`config.mk`:
```
export PLATFORM = sky130hd
export DESIGN_NAME = dmem_port_arbiter_flat
export DESIGN_NICKNAME = d
export VERILOG_FILES = /design/src/rtl/dmem_port_arbiter_if.sv /design/src/rtl/dmem_port_arbiter.sv /design/src/flat_wrapper.sv
export SDC_FILE = /design/constraint.sdc
export NUM_CORES = 1
export LEC_CHECK = 0
export ABC_AREA = 1
export CORE_MARGIN = 4
export CORE_UTILIZATION = 41
export DETAILED_ROUTE_END_ITERATION = 10
export PLACE_DENSITY = 0.95
export SYNTH_ARGS = -nofsm -noshare
export SYNTH_HDL_FRONTEND = slang
export SYNTH_SLANG_ARGS = --single-unit
```
`constraint.sdc`:
```
create_clock -name clk -period 8.25 [get_ports clk]
set_input_delay 0.825 -clock clk [delete_from_list [all_inputs] [get_ports clk]]
set_output_delay 0.825 -clock clk [all_outputs]
set_load 0.01 [all_outputs]
```
`src/rtl/dmem_port_arbiter_if.sv`:
```
// Bus bundle between the two requesters, the arbiter and the byte-lane data memory.
// slave = arbiter side, master = requesters plus memory side.
interface dmem_port_arbiter_if #(
   parameter int ADDR_W = 14,
   parameter int DATA_W = 32
);
   logic              a_req_i;
   logic              a_we_i;
   logic [1:0]        a_size_i;
   logic              a_uns_i;
   logic [ADDR_W-1:0] a_addr_i;
   logic [DATA_W-1:0] a_wdata_i;
   logic              a_gnt_o;
   logic              a_rvalid_o;
   logic [DATA_W-1:0] a_rdata_o;
   logic              a_err_o;

   logic              b_req_i;
   logic              b_we_i;
   logic [1:0]        b_size_i;
   logic              b_uns_i;
   logic [ADDR_W-1:0] b_addr_i;
   logic [DATA_W-1:0] b_wdata_i;
   logic              b_gnt_o;
   logic              b_rvalid_o;
   logic [DATA_W-1:0] b_rdata_o;
   logic              b_err_o;

   logic [3:0]        mem_we_o;
   logic [ADDR_W-1:0] mem_addr_o;
   logic [DATA_W-1:0] mem_wdata_o;
   logic [DATA_W-1:0] mem_rdata_i;

   modport slave (
      input  a_req_i, a_we_i, a_size_i, a_uns_i, a_addr_i, a_wdata_i,
      output a_gnt_o, a_rvalid_o, a_rdata_o, a_err_o,
      input  b_req_i, b_we_i, b_size_i, b_uns_i, b_addr_i, b_wdata_i,
      output b_gnt_o, b_rvalid_o, b_rdata_o, b_err_o,
      output mem_we_o, mem_addr_o, mem_wdata_o,
      input  mem_rdata_i
   );

   modport master (
      output a_req_i, a_we_i, a_size_i, a_uns_i, a_addr_i, a_wdata_i,
      input  a_gnt_o, a_rvalid_o, a_rdata_o, a_err_o,
      output b_req_i, b_we_i, b_size_i, b_uns_i, b_addr_i, b_wdata_i,
      input  b_gnt_o, b_rvalid_o, b_rdata_o, b_err_o,
      input  mem_we_o, mem_addr_o, mem_wdata_o,
      output mem_rdata_i
   );
endinterface

```
`src/rtl/dmem_port_arbiter.sv`:
```
// Two-port data-memory arbiter: A has priority, B is protected by a starvation counter.
// Handles lane enables, store replication, alignment errors and load extension.
module dmem_port_arbiter #(
   parameter int ADDR_W     = 14,
   parameter int DATA_W     = 32,
   parameter int STARVE_MAX = 4
) (
   input logic                clk,
   input logic                rst,
   dmem_port_arbiter_if.slave bus
);
   localparam int CNT_W = $clog2(STARVE_MAX + 1);

   typedef enum logic {IDLE = 1'b0, RD_RESP = 1'b1} state_t;

   state_t            state_q;
   logic [CNT_W-1:0]  starve_q, starve_d;
   logic              id_q;
   logic [1:0]        size_q;
   logic              uns_q;
   logic [ADDR_W-1:0] addr_q;
   logic [1:0]        rvalid_q;
   logic [1:0]        err_q;
   logic [DATA_W-1:0] rdata_q [2];

   logic [1:0]        req;
   logic [1:0]        gnt;
   logic              any_gnt;
   logic              sel_b;
   logic              starved;
   logic              w_we;
   logic [1:0]        w_size;
   logic              w_uns;
   logic [ADDR_W-1:0] w_addr;
   logic [DATA_W-1:0] w_wdata;
   logic              legal;
   logic [3:0]        lane_mask;

   function automatic logic [DATA_W-1:0] extend(input logic [1:0] size, input logic uns,
                                                input logic [DATA_W-1:0] d);
      case (size)
         2'b00:   extend = {{24{~uns & d[7]}}, d[7:0]};
         2'b01:   extend = {{16{~uns & d[15]}}, d[15:0]};
         default: extend = d;
      endcase
   endfunction

   assign req     = {bus.b_req_i, bus.a_req_i};
   assign starved = (starve_q == CNT_W'(STARVE_MAX));

   // Grants are gated by rst so nothing leaks to memory while reset is asserted.
   assign gnt[0]  = !rst && (state_q == IDLE) && req[0] && (!req[1] || !starved);
   assign gnt[1]  = !rst && (state_q == IDLE) && req[1] && (!req[0] || starved);
   assign any_gnt = |gnt;
   assign sel_b   = gnt[1];

   assign w_we    = sel_b ? bus.b_we_i    : bus.a_we_i;
   assign w_size  = sel_b ? bus.b_size_i  : bus.a_size_i;
   assign w_uns   = sel_b ? bus.b_uns_i   : bus.a_uns_i;
   assign w_addr  = sel_b ? bus.b_addr_i  : bus.a_addr_i;
   assign w_wdata = sel_b ? bus.b_wdata_i : bus.a_wdata_i;

   always_comb begin
      legal     = 1'b0;
      lane_mask = 4'h0;
      case (w_size)
         2'b00: begin
            legal     = 1'b1;
            lane_mask = 4'b0001 << w_addr[1:0];
         end
         2'b01: begin
            legal     = ~w_addr[0];
            lane_mask = 4'b0011 << w_addr[1:0];
         end
         2'b10: begin
            legal     = (w_addr[1:0] == 2'b00);
            lane_mask = 4'hF;
         end
         default: begin
            legal     = 1'b0;
            lane_mask = 4'h0;
         end
      endcase
   end

   always_comb begin
      case (w_size)
         2'b00:   bus.mem_wdata_o = {4{w_wdata[7:0]}};
         2'b01:   bus.mem_wdata_o = {2{w_wdata[15:0]}};
         default: bus.mem_wdata_o = w_wdata;
      endcase
   end

   assign bus.mem_we_o   = (any_gnt && legal && w_we) ? lane_mask : 4'h0;
   assign bus.mem_addr_o = (state_q == RD_RESP) ? addr_q : w_addr;

   always_comb begin
      starve_d = starve_q;
      if (gnt[1] || !req[1]) begin
         starve_d = '0;
      end else if (gnt[0] && !starved) begin
         starve_d = starve_q + 1'b1;
      end
   end

   always_ff @(posedge clk or posedge rst) begin
      if (rst) begin
         state_q    <= IDLE;
         starve_q   <= '0;
         id_q       <= 1'b0;
         size_q     <= 2'b00;
         uns_q      <= 1'b0;
         addr_q     <= '0;
         rvalid_q   <= 2'b00;
         err_q      <= 2'b00;
         rdata_q[0] <= '0;
         rdata_q[1] <= '0;
      end else begin
         starve_q   <= starve_d;
         err_q      <= gnt & {2{~legal}};
         rvalid_q   <= 2'b00;
         rdata_q[0] <= '0;
         rdata_q[1] <= '0;
         case (state_q)
            IDLE: begin
               if (any_gnt && legal && !w_we) begin
                  state_q <= RD_RESP;
                  id_q    <= sel_b;
                  size_q  <= w_size;
                  uns_q   <= w_uns;
                  addr_q  <= w_addr;
               end
            end
            RD_RESP: begin
               // Memory data for the held address is valid now; register it for the winner.
               state_q           <= IDLE;
               rvalid_q[id_q]    <= 1'b1;
               rdata_q[id_q]     <= extend(size_q, uns_q, bus.mem_rdata_i);
            end
            default: state_q <= IDLE;
         endcase
      end
   end

   assign bus.a_gnt_o    = gnt[0];
   assign bus.b_gnt_o    = gnt[1];
   assign bus.a_rvalid_o = rvalid_q[0];
   assign bus.b_rvalid_o = rvalid_q[1];
   assign bus.a_rdata_o  = rdata_q[0];
   assign bus.b_rdata_o  = rdata_q[1];
   assign bus.a_err_o    = err_q[0];
   assign bus.b_err_o    = err_q[1];
endmodule

```
`src/flat_wrapper.sv`:
```
// flat-port wrapper written by rule: the top's interface ports become plain ports
module dmem_port_arbiter_flat 
#(
   parameter int ADDR_W     = 14,
   parameter int DATA_W     = 32,
   parameter int STARVE_MAX = 4
)
  (clk, rst, bus_a_req_i, bus_a_we_i, bus_a_size_i, bus_a_uns_i, bus_a_addr_i, bus_a_wdata_i, bus_a_gnt_o, bus_a_rvalid_o, bus_a_rdata_o, bus_a_err_o, bus_b_req_i, bus_b_we_i, bus_b_size_i, bus_b_uns_i, bus_b_addr_i, bus_b_wdata_i, bus_b_gnt_o, bus_b_rvalid_o, bus_b_rdata_o, bus_b_err_o, bus_mem_we_o, bus_mem_addr_o, bus_mem_wdata_o, bus_mem_rdata_i);
  dmem_port_arbiter_if #(.ADDR_W(ADDR_W), .DATA_W(DATA_W)) bus_i ();
  input logic clk;
  input logic rst;
  input wire logic [$bits(bus_i.a_req_i)-1:0] bus_a_req_i;
  input wire logic [$bits(bus_i.a_we_i)-1:0] bus_a_we_i;
  input wire logic [$bits(bus_i.a_size_i)-1:0] bus_a_size_i;
  input wire logic [$bits(bus_i.a_uns_i)-1:0] bus_a_uns_i;
  input wire logic [$bits(bus_i.a_addr_i)-1:0] bus_a_addr_i;
  input wire logic [$bits(bus_i.a_wdata_i)-1:0] bus_a_wdata_i;
  output wire logic [$bits(bus_i.a_gnt_o)-1:0] bus_a_gnt_o;
  output wire logic [$bits(bus_i.a_rvalid_o)-1:0] bus_a_rvalid_o;
  output wire logic [$bits(bus_i.a_rdata_o)-1:0] bus_a_rdata_o;
  output wire logic [$bits(bus_i.a_err_o)-1:0] bus_a_err_o;
  input wire logic [$bits(bus_i.b_req_i)-1:0] bus_b_req_i;
  input wire logic [$bits(bus_i.b_we_i)-1:0] bus_b_we_i;
  input wire logic [$bits(bus_i.b_size_i)-1:0] bus_b_size_i;
  input wire logic [$bits(bus_i.b_uns_i)-1:0] bus_b_uns_i;
  input wire logic [$bits(bus_i.b_addr_i)-1:0] bus_b_addr_i;
  input wire logic [$bits(bus_i.b_wdata_i)-1:0] bus_b_wdata_i;
  output wire logic [$bits(bus_i.b_gnt_o)-1:0] bus_b_gnt_o;
  output wire logic [$bits(bus_i.b_rvalid_o)-1:0] bus_b_rvalid_o;
  output wire logic [$bits(bus_i.b_rdata_o)-1:0] bus_b_rdata_o;
  output wire logic [$bits(bus_i.b_err_o)-1:0] bus_b_err_o;
  output wire logic [$bits(bus_i.mem_we_o)-1:0] bus_mem_we_o;
  output wire logic [$bits(bus_i.mem_addr_o)-1:0] bus_mem_addr_o;
  output wire logic [$bits(bus_i.mem_wdata_o)-1:0] bus_mem_wdata_o;
  input wire logic [$bits(bus_i.mem_rdata_i)-1:0] bus_mem_rdata_i;
  assign bus_i.a_req_i = bus_a_req_i;
  assign bus_i.a_we_i = bus_a_we_i;
  assign bus_i.a_size_i = bus_a_size_i;
  assign bus_i.a_uns_i = bus_a_uns_i;
  assign bus_i.a_addr_i = bus_a_addr_i;
  assign bus_i.a_wdata_i = bus_a_wdata_i;
  assign bus_a_gnt_o = bus_i.a_gnt_o;
  assign bus_a_rvalid_o = bus_i.a_rvalid_o;
  assign bus_a_rdata_o = bus_i.a_rdata_o;
  assign bus_a_err_o = bus_i.a_err_o;
  assign bus_i.b_req_i = bus_b_req_i;
  assign bus_i.b_we_i = bus_b_we_i;
  assign bus_i.b_size_i = bus_b_size_i;
  assign bus_i.b_uns_i = bus_b_uns_i;
  assign bus_i.b_addr_i = bus_b_addr_i;
  assign bus_i.b_wdata_i = bus_b_wdata_i;
  assign bus_b_gnt_o = bus_i.b_gnt_o;
  assign bus_b_rvalid_o = bus_i.b_rvalid_o;
  assign bus_b_rdata_o = bus_i.b_rdata_o;
  assign bus_b_err_o = bus_i.b_err_o;
  assign bus_mem_we_o = bus_i.mem_we_o;
  assign bus_mem_addr_o = bus_i.mem_addr_o;
  assign bus_mem_wdata_o = bus_i.mem_wdata_o;
  assign bus_i.mem_rdata_i = bus_mem_rdata_i;
  dmem_port_arbiter #(.ADDR_W(ADDR_W), .DATA_W(DATA_W), .STARVE_MAX(STARVE_MAX)) u_core (.clk(clk), .rst(rst), .bus(bus_i));
endmodule
```
==> results of run 1 <==
==> layout make-up <==
type / instances / area (um^2)
Sequential cell: 90 / 2250
Clock inverter: 7 / 51.3
Tap cell: 136 / 170
Timing Repair Buffer: 257 / 2570
Inverter: 43 / 165
Fill cell: 836 / 3210
Clock buffer: 9 / 124
Multi-Input combinational cell: 391 / 1830
==> registers in the layout, indices dropped and copies added (netlist names) <==
name and flops:
u_core.addr_q 14, u_core.bus.a_rdata_o 32, u_core.bus.b_rdata_o 32, u_core.err_q 2, u_core.id_q 1, u_core.rvalid_q 2
u_core.size_q 2, u_core.starve_q 3, u_core.state_q 1, u_core.uns_q 1
==> power by group through the flow <==
stage	combinational [mW]	sequential [mW]	clock [mW]
after floorplan	0.181	0.507	0
after global placement	0.350	0.508	0
after detailed placement	0.359	0.507	0
after CTS	0.360	0.500	0.275
after global routing	0.396	0.505	0.293
final	0.360	0.500	0.270
==> kinds of logic (layout without fill, tap and decap cells) <==
logic type	Yosys count	in the layout	synth area share
adders and majority gates	2	2	0.00568
buffers and inverters	72	316	0.0727
DFF	90	90	0.512
AOI/OAI and AO/OA	80	80	0.107
and+or+nand+nor	309	309	0.303
==> metrics by stage <==
stage	utilization	hold WS, ps	total power [mW]
global placement	0.674	467	0.858
finish	0.691	476	1.13
global route	0.691	513	1.19
floorplan	-	439	0.688
detailed placement	0.674	465	0.866
CTS	0.691	479	1.14
==> per-layer routing <==
metal | part of all wire | GRT usage | vias to the layer above
met2 | 0.51 | 0.390 | 178
met1 | 0.41 | 0.290 | 2108
li1 | - | - | 2238
met3 | 0.062 | 0.0391 | 26
met4 | 0.023 | 0.0681 | 0
met5 | 0 | 0 | -
==> worst reg2reg max path, cell delays in order (launching register included) <==
cell and delay (ps):
dfrtp_1 390, inv_1 90, ha_1 150, nand2_1 60, nand2_1 120, nand3_2 830
nand2_1 280, o21a_1 640, nand4_4 360, nand2_1 160, nand2_1 60
==> placed cells by master (no fill, tap or decap), types with 4 or more instances in the layout <==
cell type        Yosys  routed
o211ai_1            18      18
a21oi_1             13      13
clkinv_2             0       4
dfrtp_1             90      90
or2_2                8       8
inv_1               41      40
nor2_1              94      94
o21ai_0             28      28
clkbuf_8             0       9
nand2_2              9       9
nand2_4              5       5
nand2_1            162     162
nand3_1             21      21
a31oi_1             20      20
clkdlybuf4s50_1      0     255
==> final timing paths <==
check                                    from                      end  cells after the start
min in group asynchronous                 rst  u_core.bus.b_rdata_o[4]                      2
setup reg to reg           u_core.starve_q[0]         u_core.addr_q[9]                     10
hold / removal                    u_core.id_q       u_core.rvalid_q[0]                      1
hold reg to reg                   u_core.id_q       u_core.rvalid_q[0]                      1
setup / recovery                          rst          bus_mem_we_o[3]                     12
max in group asynchronous                 rst         u_core.addr_q[8]                      3
==> results.cfg, run 1 <==
[status]
status = finished, final reports clean

[routing]
routedWlPerCell_um = 15.8
firstDrtPassIters = 5
wirelength_um = 14700
first_iter_violations = 310
remaining_drc_errors = 0
ant_nets = 0
routed_via_density = 4.88
via_count = 4550

[pwr]
p_leak_nw = 3.39
seqPwrFrac = 0.442
comb_power_share = 0.319
switching_share = 0.326
p_clk_frac = 0.239
p_int_mw = 0.762
power_density_nw_per_um2 = 158
switching_power_mw = 0.368
peakVddDrop_mv = 0.102

[clocking]
cts.sinks = 90
cts_buffers = 9
clk_latency_ps = 340
cts.clk_slew.worst_paths_ps = 90
root_buffer = clkbuf_8
h-tree-depth = 3
postCtsSetupRepairBufs = 0
ctsHoldBuffers = 0
clockBufferDepth = 2
ctsResizeCount = 0
cts_tree = done

[placement]
routabilityCongestion = 0.960
dp_slack_ps = 3030
post_dp_cell_area_um2 = 6990
io_buffer_count = 255
hpwlAfterDp_um = 11400
dp.cells = 917

[floorplanning]
die_y_um = 112
ios = 256
core_um2 = 10400
rows = 37
fp.dieArea_um2 = 12500
start_util = 0.425
die_w_um = 112

[setup_path]
required_ps = 7420
path_class = in2out
worst-r2r-setup-slack_ps = 5000
critPathLaunchType = input port
max_stage_delay_ps = 850
critical_path.max_fanout = 56
worst-path-buf-inv = 4
cp_common_cell = nand2_1
cpLargestDelayFamily = simple AND/OR/NAND/NOR gates
slowest_stage = nand3_2
crit_path_end_kind = output pin
crit_arrival_ps = 4480
crit_chain = clkdlybuf4s50_1 > nor2_2 > nand3_2 > inv_1 > buf_4 > nand2_1 > nand2_4 > nand2_1 > nand2_1 > a21oi_1 > nor2_1 > clkdlybuf4s50_1

[sta]
worst_slew_pin_slew_ps = 1180
finalWorstSetupSlack_ps = 2940
hold_viol = 0
relSlewSlack = 0.213
setup_viol = 0
min_period_over_period = 0.643
max_freq_ghz = 0.188
tns_ps = 0
fin_crit_ps = 5310
drv_slew = 0
fin_skew_ps = 13.4
rsz0062_at_grt = false

[global_route]
grt_max_degree = 57
gr-total-overflow = 0
grtUsageTotal = 0.226
antenna_found_initial = 0
grt_first_pass_wirelength_um = 22800
grt_pass1_vias = 4449

[cells_and_area]
instances_no_fill = 933
antenna_cells = 0
drive_above_1_share = 0.0627
fin_area_um2 = 7160
num-nets-final = 930
syn2layout_area_growth_pct = 62.6

[yosys]
synth_edf_count = 0
synth-seq-cells = 90
synth_top_area_cell = dfrtp_1
yosysMostFrequentCell = nand2_1
yosysWarnings = 0
synth_area_um2 = 4400
syn_nets = 691
yosysSeqAreaShare = 0.512
syn_area_per_cell_um2 = 7.96
synth_flop_cell = dfrtp_1
synthTopCellsByCount = nand2_1 (162), nor2_1 (94), dfrtp_1 (90)
ys_async_sr_fraction = 1.00
synth_cells = 553
synth_top_area_share = 0.512
synthTopCellsByArea = dfrtp_1 (51%), nand2_1 (14%), nor2_1 (8.0%)
synth_cell_type_count = 29

[worst_hold_path]
worstHoldPathType = reg2reg

[flow_run]
maxCapViolCount = 0
No activity file was read; power rests on OpenSTA's default activity.
==> run 2, diff against run 1 <==
- CORE_UTILIZATION: 41 -> 38
- PLACE_DENSITY: 0.95 -> 0.9
- clock period: 8.25 -> 5.2 ns (I/O delays scaled with it)
==> run 2 against run 1 <==
Effect of this change: utilization shrank 4.8 points; routed wire length decreased by 1.5%; sequential power grew 59%; critical path type unchanged; largest power group unchanged.
==> results.cfg, run 2 (synthesized netlist as in run 1, its figures left out) <==
[global_route]
grt_first_pass_wirelength_um = 22100
grt_max_degree = 91
antenna_found_initial = 0
grtUsageTotal = 0.209
grt_pass1_vias = 4331
gr-total-overflow = 0

[setup_path]
cpLargestDelayFamily = buffers and inverters
crit_path_end_kind = output pin
worst-r2r-setup-slack_ps = 2270
max_stage_delay_ps = 630
slowest_stage = o21a_1
crit_chain = clkdlybuf4s50_1 > nor2_2 > nand3_2 > buf_4 > nand2_1 > o21a_1 > inv_1 > nand2_1 > nor2_1 > clkdlybuf4s50_1
ff2ff_path_depth = 11
path_class = in2out
r2r-start = u_core.starve_q[0]
critPathLaunchType = input port
critical_path.max_fanout = 44
worst-path-buf-inv = 4
crit_arrival_ps = 3390
r2r_end = u_core.addr_q[6]
required_ps = 4680
worstSetupPathDepth = 10

[clocking]
cts_tree = done
clockBufferDepth = 2
root_buffer = clkbuf_16
ctsHoldBuffers = 0
postCtsSetupRepairBufs = 0
cts.sinks = 90
h-tree-depth = 3
ctsResizeCount = 0
clk_latency_ps = 330
cts.clk_slew.worst_paths_ps = 60
cts_buffers = 9

[cells_and_area]
antenna_cells = 0
num-nets-final = 931
syn2layout_area_growth_pct = 65.9
layout_commonest_cell = clkdlybuf4s50_1
fin_area_um2 = 7300
num-fill-cells = 962
drive_above_1_share = 0.0627
final_cell_mix = clkdlybuf4s50_1 (255), nand2_1 (162), nor2_1 (94)

[placement]
hpwlAfterDp_um = 11200
io_buffer_count = 255
dp_slack_ps = 1310
routabilityCongestion = 0.921
post_dp_cell_area_um2 = 7000

[sta]
fin_crit_ps = 3910
relSlewSlack = 0.184
rsz0062_at_grt = false
setup_viol = 0
worst_slew_pin_slew_ps = 1220
drv_slew = 0
min_period_over_period = 0.752
max_freq_ghz = 0.256
fin_skew_ps = 15.0
finalWorstSetupSlack_ps = 1290
hold_viol = 0
tns_ps = 0

[pwr]
power_density_nw_per_um2 = 275
finalPower_mw = 2.01
p_leak_nw = 3.45
peakVddDrop_mv = 0.193

[routing]
ant_nets = 0
via_count = 4461
wirelength_um = 14500
firstDrtPassIters = 4
first_iter_violations = 336
remaining_drc_errors = 0
routed_via_density = 4.74
routedWlPerCell_um = 15.4

[worst_hold_path]
whs_path_depth = 1
hold_start = u_core.id_q
worstHoldPathType = reg2reg
hold_end = u_core.rvalid_q[0]

[floorplanning]
fp.dieArea_um2 = 13400
die_y_um = 116
ios = 256
die_w_um = 116
start_util = 0.387
rows = 39
core_um2 = 11400

[flow_run]
maxCapViolCount = 0

[status]
status = finished, final reports clean
[run 2: report_power, final]
part / total (mW) / switching (mW) / internal (mW)
logic: 0.568 / 0.297 / 0.272
clock network: 0.644 / 0.266 / 0.378
registers: 0.796 / 0.0356 / 0.760
[run 2: worst max path at each step]
stage / startpoint / to / slack (ps)
after detailed placement: rst / bus_mem_we_o[2] / 1310
final: rst / bus_mem_we_o[2] / 1290
after floorplan: rst / bus_mem_we_o[0] / 1130
after global placement: rst / bus_mem_we_o[0] / 1380
after CTS: rst / bus_mem_we_o[2] / 1320
after global routing: rst / bus_mem_we_o[2] / 1090
[run 2: cell type report]
class                   instances  area [um^2]  share of cell area
clock buffers                  10          229              0.0313
clock inverters                 6         73.8              0.0101
inverters                      43          165              0.0226
multi-input cells             391         1830               0.251
flip-flops and latches         90         2250               0.308
well taps                     143          179              0.0245
repair buffers                258         2570               0.353
[run 2: metrics by stage]
step	hold WS, ps	std cells	util
final	469	941	0.642
after global placement	464	925	0.616
after global routing	492	941	0.642
after CTS	473	941	0.642
after floorplan	439	553	-
after detailed placement	461	925	0.616
[run 2: per-layer routing]
layer  routed length (um)  up-vias  global-route usage
met1                 6120     2033               0.280
met3                  866       24              0.0355
met2                 7160      160               0.346
li1                     -     2244                   -
met4                  337        0              0.0704
met5                    0        -                   0
==> run 3, diff against run 2 <==
- clock period: 5.2 -> 3.85 ns (I/O delays scaled with it)
==> run 3 against run 2 <==
Effect of this change: global-route usage increased by 0.78 points; non-clock buffer count increased by 5; final cell count grew 0.53%; largest power group unchanged; via count about the same; sequential power up 34%; combinational power rose by 37%; sequential cell count unchanged; first-iteration DRC count is 6.5% higher; routed wire length rose by 2.4%; clock skew fell by 2.5 ps.
==> results.cfg, run 3 (synthesized netlist as in run 1, its figures left out) <==
[sta]
drv_slew = 0
rsz0062_at_grt = false
worst_slew_pin_slew_ps = 1200
tns_ps = 0
hold_viol = 0
fin_skew_ps = 12.5
setup_viol = 0
fin_crit_ps = 3510
max_freq_ghz = 0.285
min_period_over_period = 0.911
relSlewSlack = 0.200
finalWorstSetupSlack_ps = 343

[floorplanning]
start_util = 0.387
rows = 39
core_um2 = 11400
die_w_um = 116
die_y_um = 116
ios = 256
fp.dieArea_um2 = 13400

[cells_and_area]
syn2layout_area_growth_pct = 67.7
antenna_cells = 0
drive_above_1_share = 0.0697
instances_no_fill = 946
layout_commonest_cell = clkdlybuf4s50_1
fin_area_um2 = 7390
num-nets-final = 936
final_cell_mix = clkdlybuf4s50_1 (255), nand2_1 (162), nor2_1 (94)

[routing]
ant_nets = 0
wirelength_um = 14800
remaining_drc_errors = 0
routedWlPerCell_um = 15.7
routed_via_density = 4.71
first_iter_violations = 358
firstDrtPassIters = 6
via_count = 4460

[flow_run]
maxCapViolCount = 0

[placement]
hpwlAfterDp_um = 11400
io_buffer_count = 255
routabilityCongestion = 0.928
dp.cells = 928
dp_slack_ps = 322
post_dp_cell_area_um2 = 7040

[worst_hold_path]
worstHoldPathType = reg2reg

[setup_path]
crit_arrival_ps = 3120
critical_path.max_fanout = 19
required_ps = 3460
path_class = reg2out
critPathLaunchType = register
crit_path_end_kind = output pin

[clocking]
cts.clk_slew.worst_paths_ps = 60
root_buffer = clkbuf_16
h-tree-depth = 3
cts.sinks = 90
clk_latency_ps = 330
cts_buffers = 9
cts_tree = done
clockBufferDepth = 2

[global_route]
gr-total-overflow = 0
antenna_found_initial = 0
grt_first_pass_wirelength_um = 22800
grt_pass1_vias = 4401
grtUsageTotal = 0.217
grt_max_degree = 91

[pwr]
peakVddDrop_mv = 0.446
power_density_nw_per_um2 = 379
finalPower_mw = 2.80
p_leak_nw = 3.48

[status]
status = finished, final reports clean
==> run 3: what timing repair did <==
item | 4_1_cts | 5_1_grt
resized for setup | 0 | 1
hold buffers | 0 | 0
setup endpoints to repair | 0 | 6
setup buffers | 0 | 2
==> run 3: path summary, 6_finish.rpt <==
path | endpoint | from | slack, ps | cells past startpoint
setup / recovery | bus_mem_we_o[1] | u_core.starve_q[0] | 340 | 14
hold / removal | u_core.rvalid_q[0] | u_core.id_q | 480 | 1
setup reg to reg | u_core.addr_q[4] | u_core.starve_q[0] | 1230 | 12
hold reg to reg | u_core.rvalid_q[0] | u_core.id_q | 480 | 1
max in group asynchronous | u_core.addr_q[12] | rst | 2340 | 3
min in group asynchronous | u_core.size_q[0] | rst | 800 | 3
==> run 3: where the power goes <==
part	total (mW)	internal (mW)	switching, mW
registers	1.07	1.03	0.0471
clock network	0.950	0.578	0.372
logic	0.780	0.376	0.403
total	2.80	1.98	0.822
==> run 3: layout make-up <==
type	instances	area, um^2
Tap cell	143	179
Inverter	43	169
Multi-Input combinational cell	391	1830
Fill cell	936	3980
Clock inverter	6	101
Timing Repair Buffer	263	2630
Sequential cell	90	2250
Clock buffer	10	229
==> run 3: critical path, stage by stage, from the launching register on <==
cell and delay, ps:
dfrtp_1 350, inv_1 70, ha_1 190, nand2_1 80, nand2_1 110, nand3_2 260, clkinvlp_4 240, nand2_1 140
nand2_4 90, nand2_4 100, nand2_4 80, nor2_8 230, nand2_1 170, nor2_1 130, clkdlybuf4s50_1 550
==> run 3: per-layer routing <==
| metal | GRT usage | vias up | share of wire |
|---|---|---|---|
| met5 | 0 | - | 0 |
| met4 | 0.0650 | 0 | 0.020 |
| met3 | 0.0329 | 22 | 0.062 |
| met2 | 0.377 | 162 | 0.51 |
| met1 | 0.281 | 2027 | 0.41 |
| li1 | - | 2249 | - |
==> run 3: per-stage QoR <==
stage,hold slack (ps),utilization
3_3_place_gp,467,0.619
4_1_cts,480,0.648
5_1_grt,517,0.650
2_1_floorplan,439,-
6_report,478,0.650
3_5_place_dp,470,0.619
